[src/rtl/code_bus_arbiter_if.sv]
// -----------------------------------------------------------------------------
// code_bus_arbiter_if
//   Bundles every handshake and memory-bus signal of code_bus_arbiter. Signal
//   names are the arbiter's own: i* are arbiter inputs, o* are arbiter outputs.
//
//   Modports:
//     slave  - the arbiter itself (receives requests, drives the memory bus)
//     master - the environment: core requesters plus the code memory model
//
//   Signals:
//     iIfReq/iIfAddr                     fetch request and byte address
//     oIfGnt/oIfValid/oIfData            fetch grant, data-valid pulse, word
//     iDReq/iDWe/iDBe/iDAddr/iDWData     data-port request fields
//     oDGnt/oDValid/oDRData              data-port grant, valid/ack, read word
//     oMem*                              code memory control/address/data
//     iMemReadData                       code memory read data
//     oBusy                              high while an access is in flight
// -----------------------------------------------------------------------------
interface code_bus_arbiter_if;
  logic        iIfReq;
  logic [31:0] iIfAddr;
  logic        oIfGnt;
  logic        oIfValid;
  logic [31:0] oIfData;

  logic        iDReq;
  logic        iDWe;
  logic [3:0]  iDBe;
  logic [31:0] iDAddr;
  logic [31:0] iDWData;
  logic        oDGnt;
  logic        oDValid;
  logic [31:0] oDRData;

  logic        oMemReadEnable;
  logic        oMemWriteEnable;
  logic [3:0]  oMemByteEnable;
  logic [31:0] oMemAddress;
  logic [31:0] oMemWriteData;
  logic [31:0] iMemReadData;

  logic        oBusy;

  modport slave (
    input  iIfReq, iIfAddr, iDReq, iDWe, iDBe, iDAddr, iDWData, iMemReadData,
    output oIfGnt, oIfValid, oIfData, oDGnt, oDValid, oDRData,
           oMemReadEnable, oMemWriteEnable, oMemByteEnable, oMemAddress,
           oMemWriteData, oBusy
  );

  modport master (
    output iIfReq, iIfAddr, iDReq, iDWe, iDBe, iDAddr, iDWData, iMemReadData,
    input  oIfGnt, oIfValid, oIfData, oDGnt, oDValid, oDRData,
           oMemReadEnable, oMemWriteEnable, oMemByteEnable, oMemAddress,
           oMemWriteData, oBusy
  );
endinterface

[src/rtl/code_bus_arbiter.sv]
// -----------------------------------------------------------------------------
// code_bus_arbiter
//   Shares the single code-memory bus between the instruction-fetch port (IF)
//   and a data port (D, used for loader / self-modifying-code traffic). One
//   access at a time: arbitrate in IDLE, hold address/data/byte-enables for
//   MEM_LAT cycles in ACCESS, then pulse the owner's Valid for one cycle.
//   D has fixed priority over IF.
//
//   Ports:
//     iCLK    core clock, rising edge
//     iRST_n  asynchronous active-low reset
//     bus     code_bus_arbiter_if.slave (requests, grants, memory bus)
//
//   Parameters:
//     MEM_LAT     memory read latency in cycles, 1..4
//     STARVE_MAX  consecutive D grants tolerated while IF waits (0..7)
//
//   Optional feature (macro CODE_ARB_STARVE_GUARD_EN):
//     When defined, a saturating counter tracks D grants issued while IF is
//     requesting; once it reaches STARVE_MAX, IF wins the next arbitration.
//     When undefined, D priority is strict and IF may starve.
// -----------------------------------------------------------------------------
module code_bus_arbiter #(
  parameter int unsigned MEM_LAT    = 1,
  parameter int unsigned STARVE_MAX = 4
) (
  input  logic              iCLK,
  input  logic              iRST_n,
  code_bus_arbiter_if.slave bus
);

  if (MEM_LAT < 1 || MEM_LAT > 4 || STARVE_MAX > 7) begin : g_bad_param
    $error("code_bus_arbiter: MEM_LAT must be 1..4 and STARVE_MAX 0..7");
  end

  typedef enum logic {IDLE, ACCESS} state_t;

  localparam logic [1:0] LAT_M1 = 2'(MEM_LAT - 1);

  state_t      r_state;
  logic [1:0]  r_cnt;        // remaining ACCESS cycles after this one
  logic        r_owner_d;    // 1: D owns the bus, 0: IF owns it
  logic        r_we;
  logic        r_first;      // first ACCESS cycle: the only write-strobe cycle
  logic [31:0] r_addr;
  logic [31:0] r_wdata;
  logic [3:0]  r_be;
  logic        r_if_gnt;
  logic        r_d_gnt;
  logic        r_if_valid;
  logic        r_d_valid;
  logic [31:0] r_if_data;
  logic [31:0] r_d_rdata;

  logic        w_force_if;
  logic        w_pick_d;
  logic        w_pick_if;

`ifdef CODE_ARB_STARVE_GUARD_EN
  logic [2:0]  r_starve;

  // Counts D grants issued while IF was waiting; cleared whenever IF is
  // granted or D is granted with IF idle. Saturates at 7.
  always_ff @(posedge iCLK or negedge iRST_n) begin
    if (!iRST_n) begin
      r_starve <= 3'd0;
    end else if (r_state == IDLE) begin
      if (w_pick_if) begin
        r_starve <= 3'd0;
      end else if (w_pick_d) begin
        if (!bus.iIfReq)           r_starve <= 3'd0;
        else if (r_starve != 3'd7) r_starve <= r_starve + 3'd1;
      end
    end
  end
`endif

  // NOTE: always_comb must assign every output on every path (defaults
  // first), otherwise synthesis infers a latch.
  always_comb begin
    w_force_if = 1'b0;
`ifdef CODE_ARB_STARVE_GUARD_EN
    w_force_if = bus.iIfReq && (r_starve == 3'(STARVE_MAX));
`endif
    w_pick_d  = bus.iDReq && !w_force_if;
    w_pick_if = bus.iIfReq && !w_pick_d;
  end

  // NOTE: sequential state uses non-blocking (<=) so every register samples
  // pre-edge values; blocking here would create order-dependent races.
  always_ff @(posedge iCLK or negedge iRST_n) begin
    if (!iRST_n) begin
      r_state    <= IDLE;
      r_cnt      <= 2'd0;
      r_owner_d  <= 1'b0;
      r_we       <= 1'b0;
      r_first    <= 1'b0;
      r_addr     <= 32'd0;
      r_wdata    <= 32'd0;
      r_be       <= 4'd0;
      r_if_gnt   <= 1'b0;
      r_d_gnt    <= 1'b0;
      r_if_valid <= 1'b0;
      r_d_valid  <= 1'b0;
      r_if_data  <= 32'd0;
      r_d_rdata  <= 32'd0;
    end else begin
      // Grant and valid are single-cycle pulses.
      r_if_gnt   <= 1'b0;
      r_d_gnt    <= 1'b0;
      r_if_valid <= 1'b0;
      r_d_valid  <= 1'b0;
      r_first    <= 1'b0;
      case (r_state)
        IDLE: begin
          if (w_pick_d || w_pick_if) begin
            r_state   <= ACCESS;
            r_cnt     <= LAT_M1;
            r_first   <= 1'b1;
            r_owner_d <= w_pick_d;
            if (w_pick_d) begin
              r_d_gnt <= 1'b1;
              r_we    <= bus.iDWe;
              r_be    <= bus.iDBe;
              r_addr  <= bus.iDAddr;
              r_wdata <= bus.iDWData;
            end else begin
              // Fetches are full-word reads; write data keeps its old value.
              r_if_gnt <= 1'b1;
              r_we     <= 1'b0;
              r_be     <= 4'b1111;
              r_addr   <= bus.iIfAddr;
            end
          end
        end
        ACCESS: begin
          if (r_cnt == 2'd0) begin
            r_state <= IDLE;
            if (r_owner_d) begin
              r_d_valid <= 1'b1;
              if (!r_we) r_d_rdata <= bus.iMemReadData;
            end else begin
              r_if_valid <= 1'b1;
              r_if_data  <= bus.iMemReadData;
            end
          end else begin
            r_cnt <= r_cnt - 2'd1;
          end
        end
        default: r_state <= IDLE;
      endcase
    end
  end

  // Enables decode from registered state only, so reset kills them at once.
  assign bus.oMemReadEnable  = (r_state == ACCESS) && !r_we;
  assign bus.oMemWriteEnable = (r_state == ACCESS) && r_we && r_first;
  assign bus.oMemByteEnable  = r_be;
  assign bus.oMemAddress     = r_addr;
  assign bus.oMemWriteData   = r_wdata;
  assign bus.oIfGnt          = r_if_gnt;
  assign bus.oIfValid        = r_if_valid;
  assign bus.oIfData         = r_if_data;
  assign bus.oDGnt           = r_d_gnt;
  assign bus.oDValid         = r_d_valid;
  assign bus.oDRData         = r_d_rdata;
  assign bus.oBusy           = (r_state == ACCESS);

endmodule

[src/flat_wrapper.sv]
// flat-port wrapper written by rule: the top's interface ports become plain ports
module code_bus_arbiter_flat 
#(
  parameter int unsigned MEM_LAT    = 1,
  parameter int unsigned STARVE_MAX = 4
)
  (iCLK, iRST_n, bus_iIfReq, bus_iIfAddr, bus_iDReq, bus_iDWe, bus_iDBe, bus_iDAddr, bus_iDWData, bus_iMemReadData, bus_oIfGnt, bus_oIfValid, bus_oIfData, bus_oDGnt, bus_oDValid, bus_oDRData, bus_oMemReadEnable, bus_oMemWriteEnable, bus_oMemByteEnable, bus_oMemAddress, bus_oMemWriteData, bus_oBusy);
  code_bus_arbiter_if bus_i ();
  input  logic iCLK;
  input  logic iRST_n;
  input wire logic [$bits(bus_i.iIfReq)-1:0] bus_iIfReq;
  input wire logic [$bits(bus_i.iIfAddr)-1:0] bus_iIfAddr;
  input wire logic [$bits(bus_i.iDReq)-1:0] bus_iDReq;
  input wire logic [$bits(bus_i.iDWe)-1:0] bus_iDWe;
  input wire logic [$bits(bus_i.iDBe)-1:0] bus_iDBe;
  input wire logic [$bits(bus_i.iDAddr)-1:0] bus_iDAddr;
  input wire logic [$bits(bus_i.iDWData)-1:0] bus_iDWData;
  input wire logic [$bits(bus_i.iMemReadData)-1:0] bus_iMemReadData;
  output wire logic [$bits(bus_i.oIfGnt)-1:0] bus_oIfGnt;
  output wire logic [$bits(bus_i.oIfValid)-1:0] bus_oIfValid;
  output wire logic [$bits(bus_i.oIfData)-1:0] bus_oIfData;
  output wire logic [$bits(bus_i.oDGnt)-1:0] bus_oDGnt;
  output wire logic [$bits(bus_i.oDValid)-1:0] bus_oDValid;
  output wire logic [$bits(bus_i.oDRData)-1:0] bus_oDRData;
  output wire logic [$bits(bus_i.oMemReadEnable)-1:0] bus_oMemReadEnable;
  output wire logic [$bits(bus_i.oMemWriteEnable)-1:0] bus_oMemWriteEnable;
  output wire logic [$bits(bus_i.oMemByteEnable)-1:0] bus_oMemByteEnable;
  output wire logic [$bits(bus_i.oMemAddress)-1:0] bus_oMemAddress;
  output wire logic [$bits(bus_i.oMemWriteData)-1:0] bus_oMemWriteData;
  output wire logic [$bits(bus_i.oBusy)-1:0] bus_oBusy;
  assign bus_i.iIfReq = bus_iIfReq;
  assign bus_i.iIfAddr = bus_iIfAddr;
  assign bus_i.iDReq = bus_iDReq;
  assign bus_i.iDWe = bus_iDWe;
  assign bus_i.iDBe = bus_iDBe;
  assign bus_i.iDAddr = bus_iDAddr;
  assign bus_i.iDWData = bus_iDWData;
  assign bus_i.iMemReadData = bus_iMemReadData;
  assign bus_oIfGnt = bus_i.oIfGnt;
  assign bus_oIfValid = bus_i.oIfValid;
  assign bus_oIfData = bus_i.oIfData;
  assign bus_oDGnt = bus_i.oDGnt;
  assign bus_oDValid = bus_i.oDValid;
  assign bus_oDRData = bus_i.oDRData;
  assign bus_oMemReadEnable = bus_i.oMemReadEnable;
  assign bus_oMemWriteEnable = bus_i.oMemWriteEnable;
  assign bus_oMemByteEnable = bus_i.oMemByteEnable;
  assign bus_oMemAddress = bus_i.oMemAddress;
  assign bus_oMemWriteData = bus_i.oMemWriteData;
  assign bus_oBusy = bus_i.oBusy;
  code_bus_arbiter #(.MEM_LAT(MEM_LAT), .STARVE_MAX(STARVE_MAX)) u_core (.iCLK(iCLK), .iRST_n(iRST_n), .bus(bus_i));
endmodule
[config.mk]
export PLATFORM = sky130hd
export DESIGN_NAME = code_bus_arbiter_flat
export DESIGN_NICKNAME = d
export VERILOG_FILES = /design/src/rtl/code_bus_arbiter_if.sv /design/src/rtl/code_bus_arbiter.sv /design/src/flat_wrapper.sv
export SDC_FILE = /design/constraint.sdc
export NUM_CORES = 1
export LEC_CHECK = 0
export CAP_MARGIN = 20
export CORE_AREA = 2 2 108 110
export DETAILED_ROUTE_END_ITERATION = 10
export DIE_AREA = 0 0 110 112
export DONT_BUFFER_PORTS = 1
export PLACE_DENSITY = 0.66
export SLEW_MARGIN = 20
export SYNTH_ARGS = -nofsm -noshare
export SYNTH_HDL_FRONTEND = slang
export SYNTH_SLANG_ARGS = --single-unit
[constraint.sdc]
create_clock -name iCLK -period 2.4 [get_ports iCLK]
set_clock_uncertainty 0.2 [all_clocks]
set_input_delay 0.48 -clock iCLK [delete_from_list [all_inputs] [get_ports iCLK]]
set_output_delay 0.48 -clock iCLK [all_outputs]
set_load 0.005 [all_outputs]
==> results.py, run 1 <==
metrics = {
    "drt": {
        "wl_met2_um": 6872,
        "final_antenna_net_count": 0,
        "wl_met1_um": 4944,
        "drc_errors": 0,
        "routed_wl_um": 13360,
        "drtPass1Iterations": 5,
        "wire_per_inst_um": 20.30,
        "drt_iter0_markers": 248,
        "highest_layer": "met4",
        "met3_length_um": 1282,
        "vias": 3817,
        "via_per_inst": 5.801,
    },
    "synth": {
        "ys_ff_latch": 142,
        "ys_seq_area_share_pct": 62.90,
        "synthMostInstantiatedCell": "dfrtp_1",
        "synth_area_leader_cell": "dfrtp_1",
        "syn_inst": 466,
        "syn-num-nets": 604,
        "synth_edf_count": 0,
        "ys_async_sr_fraction_pct": 100.0,
        "yosysTopAreaCellShare_pct": 62.90,
        "synth_common_cells": "142 x dfrtp_1, 101 x nand2_1, 58 x mux2_2",
        "synthFlopType": "dfrtp_1",
        "syn_avg_cell_area_sq_um": 12.12,
        "yosysWarnings": 0,
        "synth.area.top_cells": "dfrtp_1 63%, mux2_2 12%, nand2_1 6.7%, o32ai_1 5.0%, o22ai_1 3.5%",
        "synth.distinct_cells": 24,
        "syn_area_sq_um": 5649,
    },
    "power": {
        "p_comb_share_pct": 24.0,
        "peakVddDrop_uv": 695.2,
        "p_clk_share_pct": 27.3,
        "powerDensity_nw_per_um2": 1432,
        "power.total_mw": 9.617,
        "leakage_nw": 2.943,
        "pwr-share-seq_pct": 48.6,
        "internal-power_mw": 6.451,
        "p_sw_share_pct": 32.92,
        "power.switching_mw": 3.166,
    },
    "setup_path": {
        "cp_max_fo": 22,
        "worstPathArrival_ns": 2.28,
        "r2r.worst_path.cells": 6,
        "required_ns": 2.48,
        "worstSetupPathType": "flop to flop",
        "cp-start-kind": "flop",
        "r2r-start": "u_core.r_cnt[0]",
        "worstSetupEndpointType": "flop",
        "reg2reg_to": "u_core.bus.oIfData[18]",
        "reg2reg_slack_ns": 0.21,
    },
    "clock_tree": {
        "htree_num_levels": 4,
        "clkTransAtPathRegs_ns": 0.06,
        "ctsLongestPathBuffers": 2,
        "clock_sinks": 142,
        "cts_resized": 0,
        "root_buffer": "clkbuf_16",
        "hold_buffers": 39,
        "cts_buffers": 17,
        "clk_latency_ns": 0.40,
        "postCtsSetupBuffers": 0,
        "cts_tree": "done",
    },
    "die": {
        "die_area_sq_um": 12320,
        "die_h_um": 112,
        "coreArea_sq_um": 11170,
        "die_w_um": 110,
        "ios": 276,
        "start_util_pct": 50.55,
        "num_rows": 39,
    },
    "placed_design": {
        "port-buffer-count": 0,
        "place_hpwl_um": 8859,
        "gp_congestion": 0.8100,
    },
    "sta": {
        "slew_violations": 0,
        "holdWs_ns": -0.4291,
        "finalCriticalPeriod_ns": 2.195,
        "setup_viol": 0,
        "clock.fmax_mhz": 455.6,
        "tns_ns": 0,
        "rsz0062_at_grt": "no",
        "period_share_pct": 91.46,
        "hold_violations": 142,
        "worst_pin_slew_ns": 0.4710,
        "slew_headroom_pct": 68.55,
    },
    "global_routing": {
        "globalRouteOverflowTotal": 0,
        "grt_usage_pct": 21.30,
        "grt_antenna_before_repair": 0,
        "grt_pass1_vias": 3916,
        "grt_max_degree": 143,
        "grt_pass1_wl_um": 19820,
    },
    "worst_hold_path": {
        "hp-class": "primary input to async pin",
    },
    "cells_and_area": {
        "layout.nets": 641,
        "fillers": 831,
        "synthToLayoutAreaGrowth_pct": 18.91,
        "drive_gt1_share_pct": 19.61,
        "diodes": 0,
    },
    "flow_run": {
        "cap_viol_max_count": 0,
    },
    "run_status": {
        "violations": "negative hold slack",
        "status": "complete, but fails checks",
    },
}
==> cell families (layout without fill, tap and decap cells) <==
family	Yosys count	in the layout	synth area share [%]
simple gates	145	145	10.08
flops	142	142	62.90
compound gates	73	73	9.701
mux	64	64	12.76
buf+inv	41	90	4.341
fa+ha+maj	1	1	0.2214
==> cell usage in the layout, fill, tap and decap left out <==
master         instances
o32ai_1               32
mux2_2                58
clkbuf_1               2
a22o_1                 2
clkinv_4               4
bufinv_16              3
dlygate4sd3_1         43
mux2_1                 6
o22ai_1               32
inv_6                  2
and3_1                 2
nand2_2                1
or2_1                  1
clkinv_1               2
buf_4                  8
or2_4                  1
o22a_1                 4
o21ai_0                3
dfrtp_1              142
inv_1                  4
clkinvlp_4             2
and2_4                 1
clkinv_2               1
inv_2                  1
ha_1                   1
nand2b_2               1
nand2_1              101
clkbuf_16             17
buf_12                 1
nor2_1                36
nand2b_1               1
==> through the flow <==
step	area, sq um	setup slack (ns)	std cells	hold slack [ns]	utilization, %
finish	6718	0.2050	658	-0.4291	60.12
global route	6718	0.06457	658	-0.4586	60.12
CTS	6678	0.1925	654	-0.4507	59.76
detailed placement	5692	0.2163	584	-0.01291	50.93
global placement	5692	0.3071	584	-0.01295	50.93
floorplan	5649	0.6077	466	-0.01559	-
==> power groups by stage <==
| stage | registers (mW) | logic, mW | clock network, mW |
|---|---|---|---|
| finish | 4.68 | 2.31 | 2.63 |
| global route | 4.82 | 2.58 | 2.81 |
| CTS | 4.69 | 2.32 | 2.69 |
| detailed placement | 4.70 | 2.28 | 0 |
| global placement | 4.70 | 2.12 | 0 |
| floorplan | 4.35 | 2.01 | 0 |
==> metal layers <==
layer,track usage (%),up-vias
li1,-,1708
met1,24.80,1854
met2,35.91,233
met3,6.148,22
met4,9.705,0
met5,0,-
==> how the worst max path moves through the flow <==
stage / start / to / slack [ns] / cells after the start
6_report: u_core.r_cnt[0] / u_core.bus.oIfData[18] / 0.21 / 6
5_1_grt: u_core.r_cnt[0] / u_core.bus.oIfData[6] / 0.06 / 6
4_1_cts: u_core.r_cnt[0] / u_core.bus.oIfData[18] / 0.19 / 6
3_5_place_dp: u_core.r_cnt[1] / u_core.bus.oIfData[3] / 0.22 / 6
3_3_place_gp: u_core.r_cnt[0] / u_core.bus.oIfData[14] / 0.31 / 6
2_1_floorplan: u_core.r_cnt[0] / u_core.bus.oIfData[10] / 0.61 / 7
==> final cells by class <==
cell class / count / area [sq um] / area share, %
sequential: 142 / 3553 / 52.90
clock buffer: 19 / 432.9 / 6.444
clock inverter: 12 / 162.7 / 2.421
inverter: 7 / 26.28 / 0.3911
timing repair buffer: 52 / 510.5 / 7.599
tap: 143 / 178.9 / 2.663
multi-input combinational: 283 / 1853 / 27.58
==> flip-flops by register name (all words and copies together), names as in the netlist <==
name / count
u_core.r_owner_d: 1
u_core.r_cnt: 2
u_core.bus.oDGnt: 1
u_core.bus.oMemAddress: 32
u_core.bus.oMemWriteData: 32
u_core.bus.oIfData: 32
u_core.r_we: 1
u_core.bus.oMemByteEnable: 4
u_core.r_first: 1
u_core.bus.oIfValid: 1
u_core.bus.oDValid: 1
u_core.bus.oBusy: 1
u_core.bus.oDRData: 32
u_core.bus.oIfGnt: 1
==> critical path, stage by stage, from the launching register on <==
cell     delay, ns
dfrtp_1       0.40
inv_1         0.07
ha_1          0.22
nand2_1       0.09
or2_4         0.32
inv_2         0.38
mux2_2        0.39
(Power assumes the default switching activity.)
==> inputs of run 2 (changes only) <==
- clock period: 2.4 -> 2.8 ns (I/O delays scaled with it)
==> run 2 against run 1 <==
The flow still finishes with violations (negative hold slack). Clock power decreased by 17%. Wire length decreased by 6.8%. Non-clock buffer count decreased by 44. Largest cell class unchanged.
==> results.py, run 2 (synthesis results as in run 1) <==
metrics = {
    "cells_and_area": {
        "layout_commonest_cell": "dfrtp_1",
        "drive_gt1_share_pct": 21.40,
        "final_cell_mix": "142 x dfrtp_1, 101 x nand2_1, 58 x mux2_2, 36 x nor2_1",
        "diodes": 0,
        "multi_input_area_sq_um": 1853,
        "layout.nets": 597,
        "design_area_sq_um": 6256,
        "ff_latch_area_sq_um": 3553,
        "fillers": 931,
        "synthToLayoutAreaGrowth_pct": 10.74,
    },
    "global_routing": {
        "grt_pass1_vias": 3708,
        "grt_pass1_wl_um": 18920,
        "grt_busiest_layer": "met2",
        "grt_max_degree": 143,
        "use_met2_pct": 32.47,
        "grt_antenna_before_repair": 0,
        "globalRouteOverflowTotal": 0,
        "grt_usage_pct": 20.21,
        "grtUsageMet3_pct": 8.782,
        "use_met1_pct": 23.80,
    },
    "run_status": {
        "status": "complete, but fails checks",
        "violations": "negative hold slack",
    },
    "sta": {
        "clock.fmax_mhz": 464.9,
        "period_share_pct": 76.82,
        "setup_viol": 0,
        "final.setup.worst_slack_ns": 0.6492,
        "worst_pin_slew_ns": 0.4511,
        "rsz0062_at_grt": "no",
        "holdWs_ns": -0.3538,
        "tns_ns": 0,
        "finalCriticalPeriod_ns": 2.151,
        "slew_violations": 0,
        "slew_headroom_pct": 69.88,
        "hold_violations": 142,
    },
    "placed_design": {
        "gp_congestion": 0.7788,
        "post-place-ws_ns": 0.6403,
        "port-buffer-count": 0,
        "place_hpwl_um": 8737,
        "place_area_sq_um": 5664,
    },
    "die": {
        "start_util_pct": 50.55,
        "die_w_um": 110,
        "ios": 276,
        "num_rows": 39,
        "die_area_sq_um": 12320,
        "die_h_um": 112,
        "coreArea_sq_um": 11170,
    },
    "drt": {
        "routed_wl_um": 12450,
        "final_antenna_net_count": 0,
        "vias": 3573,
        "via_per_inst": 5.810,
        "drc_errors": 0,
        "drt_iter0_markers": 235,
        "drtPass1Iterations": 5,
        "wire_per_inst_um": 20.24,
    },
    "clock_tree": {
        "clock_sinks": 142,
        "clk_latency_ns": 0.40,
        "cts_resized": 0,
        "cts_buffers": 17,
        "hold_buffers": 1,
        "root_buffer": "clkbuf_16",
        "ctsLongestPathBuffers": 2,
        "cts_tree": "done",
        "postCtsSetupBuffers": 0,
        "clkTransAtPathRegs_ns": 0.06,
        "htree_num_levels": 4,
    },
    "setup_path": {
        "crit_family": "buffers and inverters",
        "cp_cell_sequence": "inv_1, ha_1, nand2_1, or2_4, inv_2, mux2_2",
        "critical_path_buf_inv_count": 2,
        "cp.depth": 6,
        "slowest_stage": "mux2_2",
        "cpPeakStageDelay_ns": 0.40,
        "worstSetupPathType": "flop to flop",
        "worstPathArrival_ns": 2.23,
        "r2r.worst_path.cells": 6,
        "required_ns": 2.88,
        "cp-start-kind": "flop",
        "cp_max_fo": 22,
        "worstSetupEndpointType": "flop",
    },
    "power": {
        "leakage_nw": 2.751,
        "peakVddDrop_uv": 546.0,
        "powerDensity_nw_per_um2": 1284,
        "power.total_mw": 8.036,
    },
    "flow_run": {
        "cap_viol_max_count": 0,
    },
    "worst_hold_path": {
        "hp-class": "primary input to async pin",
    },
}
## run 2: cell count changes in the layout (fill, tap and decap cells not counted), sizes merged
| cell | before | now |
|---|---|---|
| buf | 9 | 7 |
| clkinv | 7 | 9 |
| dlygate4sd3 | 43 | 1 |
| bufinv | 3 | 2 |
## run 2: path summary, 6_finish.rpt
check,from,endpoint,slack (ns)
worst max-delay path,u_core.r_cnt[0],u_core.bus.oIfData[8],0.65
worst min-delay path,iRST_n,u_core.bus.oDRData[14],-0.35
worst max register to register,u_core.r_cnt[0],u_core.bus.oIfData[8],0.65
worst min register to register,u_core.bus.oMemWriteData[29],u_core.bus.oMemWriteData[29],0.31
max in group asynchronous,iRST_n,u_core.bus.oMemAddress[21],2.54
min in group iCLK,bus_iDWData[0],u_core.bus.oMemWriteData[0],0.06
## run 2: layout make-up
cell class / count / share of cell area, %
clock buffers: 19 / 7.080
clock inverters: 13 / 2.220
inverters: 7 / 0.4200
multi-input cells: 283 / 29.62
flip-flops and latches: 142 / 56.80
well taps: 143 / 2.860
repair buffers: 8 / 1.000
## run 2: worst reg2reg max path: stages (launching register included)
cell     delay, ns
dfrtp_1       0.39
inv_1         0.06
ha_1          0.21
nand2_1       0.08
or2_4         0.32
inv_2         0.37
mux2_2        0.40
## run 2: stage by stage
step,cells,utilization (%)
6_report,615,55.98
3_5_place_dp,582,50.69
4_1_cts,615,55.98
5_1_grt,615,55.98
2_1_floorplan,466,-
3_3_place_gp,582,50.69
## run 2: report_power, final
part / internal [mW] / switching, mW / total, mW
clock: 1.34 / 0.842 / 2.18
combinational: 0.959 / 0.890 / 1.85
sequential: 3.09 / 0.918 / 4.01
## run 2: routing by layer
layer  routed length, um  up-vias
li1                    -     1621
met1                4704     1731
met2                6094      203
met3                1450       18
met4                 199        0
met5                   0        -
==> inputs of run 3 (changes only) <==
- ABC_AREA: default -> 1
- CORE_AREA: 2 2 108 110 -> 2 2 106 108
- DIE_AREA: 0 0 110 112 -> 0 0 108 110
- PLACE_DENSITY: 0.66 -> 0.69
- clock period: 2.8 -> 2 ns (I/O delays scaled with it)
==> run 3 against run 2 <==
The flow still finishes with violations (negative hold slack). Register-to-register slack got worse by 0.32 ns. Setup slack got worse by 0.50 ns. Sequential share of layout area fell by 12 points. Cell count rose by 61%.
==> results.py, run 3 <==
metrics = {
    "synth": {
        "syn_inst": 705,
        "syn_area_sq_um": 5776,
        "synth_compound_area_share_pct": 0.3250,
        "synth_area_leader_cell": "dfrtp_1",
        "ys_async_sr_fraction_pct": 100.0,
        "ys_seq_area_share_pct": 61.53,
        "yosysTopAreaCellShare_pct": 61.53,
        "synth_fa_ha_area_share_pct": 0.2166,
        "syn_avg_cell_area_sq_um": 8.192,
        "synthMostInstantiatedCell": "nand2_1",
        "synth.area.top_cells": "dfrtp_1 62%, nand2_1 30%, nand3_1 3.1%, buf_2 1.4%, clkbuf_1 0.97%",
        "ys_ff_latch": 142,
        "syn-num-nets": 843,
        "synth-simple-area-share_pct": 34.27,
        "synth_edf_count": 0,
        "synthXorXnorAreaFrac_pct": 0,
        "synthMuxAreaShare_pct": 0,
        "synth.distinct_cells": 16,
        "synth_top_family_by_area": "simple AND/OR/NAND/NOR gates",
        "synthFlopType": "dfrtp_1",
        "yosysWarnings": 0,
        "synth_common_cells": "458 x nand2_1, 142 x dfrtp_1, 36 x nand3_1",
    },
    "sta": {
        "tns_ns": 0,
        "setup_viol": 0,
        "hold_violations": 142,
        "slew_headroom_pct": 54.22,
        "slew_violations": 0,
        "holdWs_ns": -0.6271,
        "worst_pin_slew_ns": 0.6867,
        "period_share_pct": 92.53,
        "clock.fmax_mhz": 540.4,
        "rsz0062_at_grt": "no",
        "final.setup.worst_slack_ns": 0.1494,
        "finalCriticalPeriod_ns": 1.851,
    },
    "drt": {
        "via_per_inst": 5.312,
        "routed_wl_um": 17090,
        "wire_per_inst_um": 17.30,
        "vias": 5248,
        "drt_iter0_markers": 505,
        "final_antenna_net_count": 0,
        "drtPass1Iterations": 7,
        "drc_errors": 0,
    },
    "power": {
        "pwr-share-seq_pct": 48.5,
        "p_comb_share_pct": 15.4,
        "p_sw_share_pct": 29.93,
        "p_clk_share_pct": 36.1,
        "peakVddDrop_uv": 584.2,
        "leakage_nw": 4.187,
        "powerDensity_nw_per_um2": 1119,
        "internal-power_mw": 6.166,
        "power.switching_mw": 2.635,
    },
    "setup_path": {
        "worstPathArrival_ns": 1.25,
        "slowest_stage": "dfrtp_2",
        "cp_cell_sequence": "inv_2, nor2_1",
        "crit_family": "flip-flops",
        "cpPeakStageDelay_ns": 0.45,
        "reg2reg_to": "u_core.bus.oDRData[28]",
        "cp-start-kind": "flop",
        "critical_path_buf_inv_count": 1,
        "r2r.worst_path.cells": 7,
        "worstSetupPathType": "flop to output pin",
        "r2r-start": "u_core.r_cnt[0]",
        "reg2reg_slack_ns": 0.33,
        "required_ns": 1.40,
        "worstSetupEndpointType": "output pin",
        "cp_max_fo": 7,
    },
    "global_routing": {
        "grt_pass1_wl_um": 26410,
        "grt_pass1_vias": 5346,
        "globalRouteOverflowTotal": 0,
        "grt_usage_pct": 28.97,
        "grt_antenna_before_repair": 0,
        "grt_max_degree": 143,
    },
    "cells_and_area": {
        "final_cell_mix": "458 x nand2_1, 141 x dfrtp_1, 136 x dlygate4sd3_1, 36 x nand3_1, 16 x clkbuf_16",
        "layout_commonest_cell": "nand2_1",
        "drive_gt1_share_pct": 5.660,
        "diodes": 0,
        "fillers": 708,
        "synthToLayoutAreaGrowth_pct": 36.22,
        "layout.nets": 973,
        "ff_latch_area_sq_um": 3555,
        "multi_input_area_sq_um": 2011,
    },
    "clock_tree": {
        "clkTransAtPathRegs_ns": 0.06,
        "ctsLongestPathBuffers": 2,
        "cts_buffers": 17,
        "clk_latency_ns": 0.51,
        "root_buffer": "clkbuf_8",
        "htree_num_levels": 4,
        "cts_tree": "done",
        "hold_buffers": 137,
        "clock_sinks": 142,
    },
    "placed_design": {
        "post-place-ws_ns": 0.3669,
        "place_hpwl_um": 9700,
        "port-buffer-count": 0,
        "gp_congestion": 0.8829,
    },
    "die": {
        "die_w_um": 108,
        "die_area_sq_um": 11880,
        "start_util_pct": 53.99,
        "coreArea_sq_um": 10700,
        "ios": 276,
        "die_h_um": 110,
        "num_rows": 38,
    },
    "run_status": {
        "violations": "negative hold slack",
        "status": "complete, but fails checks",
    },
    "flow_run": {
        "cap_viol_max_count": 0,
    },
    "worst_hold_path": {
        "hp-class": "primary input to async pin",
    },
}
## run 3: logic make-up after synthesis
kind of cell | Yosys count
and+or+nand+nor | 513
adders and majority gates | 1
DFF | 142
buffers and inverters | 46
AOI/OAI and AO/OA | 3
## run 3: layer usage
| metal | GRT usage (%) | up-vias | wire length [um] |
|---|---|---|---|
| met1 | 34.01 | 2470 | 6131 |
| met2 | 49.28 | 335 | 8759 |
| li1 | - | 2400 | - |
| met4 | 11.54 | 0 | 416 |
| met5 | 0 | - | 0 |
| met3 | 9.818 | 43 | 1781 |
## run 3: area by class of cell
type,count,share of cell area [%]
clock buffer,20,5.662
tap,140,2.226
inverter,10,0.4771
clock inverter,12,2.004
sequential,142,45.18
timing repair buffer,147,18.89
multi-input combinational,517,25.56
## run 3: how the worst max path moves through the flow
stage / slack (ns) / to / cells past startpoint / start
2_1_floorplan: 0.44 / u_core.bus.oDRData[0] / 8 / u_core.r_cnt[0]
3_3_place_gp: 0.39 / u_core.bus.oMemByteEnable[3] / 5 / u_core.bus.oBusy
3_5_place_dp: 0.37 / u_core.bus.oDRData[0] / 7 / u_core.r_cnt[0]
4_1_cts: 0.005 / bus_oMemReadEnable / 2 / u_core.bus.oBusy
5_1_grt: 0.09 / bus_oMemReadEnable / 2 / u_core.bus.oBusy
6_report: 0.15 / bus_oMemReadEnable / 2 / u_core.bus.oBusy
## run 3: through the flow
step	power, mW	hold WS (ns)	utilization [%]	area [sq um]	cells
6_report	8.801	-0.6271	73.54	7868	988
5_1_grt	9.258	-0.6605	73.54	7868	988
4_1_cts	8.782	-0.6406	73.51	7864	988
3_5_place_dp	5.347	-0.09284	55.05	5889	819
3_3_place_gp	5.273	-0.09225	55.05	5889	819
2_1_floorplan	4.938	-0.09559	-	5776	705
## run 3: what timing repair did
action	4_1_cts	5_1_grt
endpoints found under the hold margin	277	142
endpoints found under the setup margin	0	49
gates resized for setup	0	2
setup buffers	0	0
## run 3: power by group through the flow
stage / registers (mW) / logic (mW) / clock network (mW)
after floorplan: 4.08 / 0.859 / 0
after global placement: 4.29 / 0.988 / 0
after detailed placement: 4.30 / 1.05 / 0
after CTS: 4.26 / 1.31 / 3.22
after global routing: 4.34 / 1.55 / 3.36
final: 4.27 / 1.35 / 3.18
